===== src/rtl/alu_issue_ctrl.sv =====
// Issue/writeback controller wrapped around an external 4-bit combinational ALU.
// Each instruction is accepted, then executed, then written back (IDLE -> EXEC -> WB).
module alu_issue_ctrl #(
    parameter int CNT_W = 8
) (
    input  logic             clk,
    input  logic             rst_n,
    input  logic             instr_valid,
    output logic             instr_ready,
    input  logic [1:0]       instr_op,
    input  logic [1:0]       instr_rd,
    input  logic [1:0]       instr_rs1,
    input  logic [1:0]       instr_rs2,
    input  logic             ld_en,
    input  logic [1:0]       ld_addr,
    input  logic [3:0]       ld_data,
    output logic [3:0]       alu_a,
    output logic [3:0]       alu_b,
    output logic [1:0]       alu_opcode,
    input  logic [3:0]       alu_result,
    input  logic             alu_zero,
    output logic             wb_valid,
    output logic [1:0]       wb_rd,
    output logic [3:0]       wb_data,
    output logic             zero_flag,
    output logic [CNT_W-1:0] retired,
    input  logic [1:0]       dbg_addr,
    output logic [3:0]       dbg_data
);

    typedef enum logic [1:0] {
        IDLE = 2'd0,
        EXEC = 2'd1,
        WB   = 2'd2
    } state_t;

    state_t     r_state;
    state_t     w_next;
    logic [3:0] r_regs [4];
    logic [1:0] r_rd;
    logic       r_zf;
    logic       w_accept;

    assign instr_ready = (r_state == IDLE);
    assign w_accept    = instr_valid && instr_ready;
    assign dbg_data    = r_regs[dbg_addr];

    always_comb begin
        w_next = r_state;
        case (r_state)
            IDLE:    if (w_accept) w_next = EXEC;
            EXEC:    w_next = WB;
            WB:      w_next = IDLE;
            default: w_next = IDLE;
        endcase
    end

    always_ff @(posedge clk or negedge rst_n) begin
        if (!rst_n) begin
            r_state <= IDLE;
        end else begin
            r_state <= w_next;
        end
    end

    always_ff @(posedge clk or negedge rst_n) begin
        if (!rst_n) begin
            alu_a      <= '0;
            alu_b      <= '0;
            alu_opcode <= '0;
            r_rd       <= '0;
            r_zf       <= 1'b0;
            wb_valid   <= 1'b0;
            wb_rd      <= '0;
            wb_data    <= '0;
            zero_flag  <= 1'b0;
            retired    <= '0;
        end else begin
            if (w_accept) begin
                alu_a      <= r_regs[instr_rs1];
                alu_b      <= r_regs[instr_rs2];
                alu_opcode <= instr_op;
                r_rd       <= instr_rd;
            end
            if (r_state == EXEC) begin
                wb_data  <= alu_result;
                r_zf     <= alu_zero;
                wb_rd    <= r_rd;
                wb_valid <= 1'b1;
            end
            if (r_state == WB) begin
                wb_valid  <= 1'b0;
                zero_flag <= r_zf;
                retired   <= retired + 1'b1;
            end
        end
    end

    // A writeback to the same index as a direct load takes priority over the load.
    always_ff @(posedge clk or negedge rst_n) begin
        if (!rst_n) begin
            for (int i = 0; i < 4; i++) begin
                r_regs[i] <= '0;
            end
        end else begin
            for (int i = 0; i < 4; i++) begin
                if (r_state == WB && wb_rd == 2'(i)) begin
                    r_regs[i] <= wb_data;
                end else if (ld_en && ld_addr == 2'(i)) begin
                    r_regs[i] <= ld_data;
                end
            end
        end
    end

endmodule


===== config.mk =====
export PLATFORM = sky130hd
export DESIGN_NAME = alu_issue_ctrl
export DESIGN_NICKNAME = d
export VERILOG_FILES = /design/src/rtl/alu_issue_ctrl.sv
export SDC_FILE = /design/constraint.sdc
export NUM_CORES = 1
export LEC_CHECK = 0
export CORE_UTILIZATION = 53
export CTS_CLUSTER_SIZE = 28
export DETAILED_ROUTE_END_ITERATION = 8
export PLACE_DENSITY_LB_ADDON = 0.25
export SLEW_MARGIN = 30
export SYNTH_ARGS = -nofsm -noshare
export SYNTH_HDL_FRONTEND = slang
export SYNTH_SLANG_ARGS = --single-unit

===== constraint.sdc =====
create_clock -name clk -period 3.6 [get_ports clk]
set_clock_uncertainty 0.05 [all_clocks]
set_input_delay 0.72 -clock clk [delete_from_list [all_inputs] [get_ports clk]]
set_output_delay 0.72 -clock clk [all_outputs]
set_load 0.01 [all_outputs]

==> run metrics <==
critical path class=in -> out; # hold bufs at CTS=0; TritonCTS clock tree=done; Post-DP HPWL=3.56 mm; Max Cap Violations=0; Skew-Pair Late Insertion Delay=0.30 ns; EDFF count, synth=0; top cell type's share of synthesized area=0.509; Net Switching=780 uW; kind of start point of the critical path=primary input; CP endpoint kind=output pin; GRT Util Overall=0.230; pin count of the biggest net entering global routing=48; fin cells=279; Resize count post-CTS=0; register area share after synthesis=0.509; iteration-0 DRC count of the detailed router=81; port bufs=55; Area Overhead vs Synth=29.7%; cell at the slowest stage of the critical path=clkdlybuf4s50_1; Crit path arrival time=2.38 ns; Antenna Violating Nets Remaining=0; Distinct cells, synth=22; DRT Wirelength=4.69 mm; status=finished clean; post-route clock period utilization=0.876; CTS root buf=clkbuf_8; Pwr per Cell Area=790 nW/um^2; Die ar.=4630 sq um; Max Transition Viols Final=0; setup bufs post-CTS=0; Tightest Pin Transition=0.579 ns; die width=68.1 um; Avg Cell Area, Syn=13.4 sq um; synth top area cells=dfrtp_1 51%, mux2_2 10%, mux4_1 9.1%; CTS buffer count=5; Cell Area, Synth=2310 sq um; Max VDD drop=0.417 mV; Ant. Diodes=0; post-synthesis register bit count=47; combinational share of power=0.429; worst-path fanout max=4; largest area contributor in the netlist=dfrtp_1; GRT overflow=0; Synth Instances=172; Switching Fraction=0.329; Largest delay share family, worst path=buffers and inverters; Synth async-reset ratio=1.00; required time of the critical path=2.83 ns; H-Tree Depth=2; DR WL/cell=16.8 um; Bufs on Longest Clock Path=2; commonest non-fill, non-tap cell in the layout=clkdlybuf4s50_1; DP Cell Count=271; clk sinks=47; Initial Util=0.566; post-synthesis net count=202; Post-route DRC=0; First-pass DRT Iterations=6; Relative slew margins=0.614; P_int=1590 uW; sequential share of power=0.426; Final Critical Period=3.15 ns; initial antenna violation count=0; post-DR vias/cell=5.72; Final Hold Viols=0; Top cell by count, worst path=clkdlybuf4s50_1; setup_tns=0 ns; core footprint=4090 sq um; global-route wire length before repair=7.52 mm; slowest stage delay, CP=0.62 ns; worst-path cell chain=clkdlybuf4s50_1, mux4_2, clkdlybuf4s50_1; number of nets in the layout=258; Crit path buffers/inverters=2; Fillers=279; Clk pin slew, worst setup/hold paths=0.08 ns; commonest cells after routing, fill and taps aside=54 x clkdlybuf4s50_1, 47 x dfrtp_1, 21 x mux2_2, 17 x mux2i_1, 14 x nor2_1; Ys Warns=0; RSZ-0062 raised after global routing=no; top_reg_cell synth=dfrtp_1; vias in the first global route=1,573; worst hold-check path type=in -> async; I/O pin cnt=56; vias=1,597; leakage=0.00132 uW; fin util=0.734; Die H=68.1 um; Max Freq=0.317 GHz; Clock power frac=0.145; Setup violations, final=0; layout cells sized above 1=0.148; GPL Wtd Cong=0.857; Rows=23
==> final timing paths <==
path                            depth (start not counted)                     end  slack, ns              startpoint
min in group clk                                        1  retired[7]$_DFFE_PN0N_       0.44  retired[7]$_DFFE_PN0N_
worst min-delay path                                    1  r_state[1]$_DFFE_PN0P_       0.36                   rst_n
worst max-delay path                                    3             dbg_data[3]       0.45             dbg_addr[0]
max in group asynchronous                               1  r_regs[11]$_DFFE_PN0P_       2.74                   rst_n
worst max register to register                          5  r_regs[14]$_DFFE_PN0P_       1.74  r_state[0]$_DFFE_PN0P_
worst min register to register                          1  retired[7]$_DFFE_PN0N_       0.44  retired[7]$_DFFE_PN0N_
==> routing by layer <==
layer  global-route usage  routed length [um]
met4                0.102                  85
met3               0.0483                 277
met5                    0                   0
met2                0.386                2370
met1                0.286                1960
==> synth_stat cells, drive strengths merged (3+ instances only) <==
library cell and number:
o21ai 5, mux4 12, nor2 14, a21oi 12
ha 5, xnor2 6, inv 4, mux2i 17
nand4 3, and3 3, mux2 21, nand2 8
clkbuf 4, nand3b 4, dfrtp 47
==> registers in the layout (all words and copies together) (netlist names) <==
signal      count
alu_a           4
alu_b           4
alu_opcode      2
r_rd            2
r_regs         16
r_state         2
r_zf            1
retired         8
wb_data         4
wb_rd           2
wb_valid        1
zero_flag       1
==> layout make-up <==
class                           count  area (sq um)  area share
Inverter                            4          15.0     0.00501
Sequential cell                    47          1180       0.392
Multi-Input combinational cell    115          1100       0.366
Timing Repair Buffer               55           548       0.183
Clock buffer                        8           100      0.0334
Tap cell                           50          62.6      0.0209
==> kinds of logic (layout without fill, tap and decap cells) <==
kind of cell    Yosys count  in the layout  synth area share
compound gates           18             18            0.0400
xor+xnor                  7              7            0.0265
fa+ha+maj                 5              5            0.0271
buf+inv                  10             67            0.0173
flops                    47             47             0.509
mux                      50             50             0.306
simple gates             35             35            0.0747
==> worst register-to-register path, cell delays in order, from the launching register on <==
cell     delay (ns)
dfrtp_1        0.42
inv_1          0.09
ha_1           0.41
or3b_2         0.58
nor2_1         0.13
a21oi_1        0.05
==> power by group through the flow <==
stage	sequential [uW]	combinational, uW	clock [uW]
after floorplan	1000	536	0
after global placement	984	985	0
after detailed placement	1020	1030	0
after CTS	1010	1030	351
after global routing	1050	1110	376
final	1010	1020	342
==> per-stage QoR <==
stage	power, uW	instance area (sq um)	worst slack (ns)	hold WS (ns)
2_1_floorplan	1540	2310	1.60	0.374
3_3_place_gp	1970	2900	0.448	0.416
3_5_place_dp	2040	2900	0.431	0.417
4_1_cts	2390	3000	0.430	0.443
5_1_grt	2530	3000	0.386	0.397
6_report	2370	3000	0.446	0.357
Power figures use the tool's default switching activity.
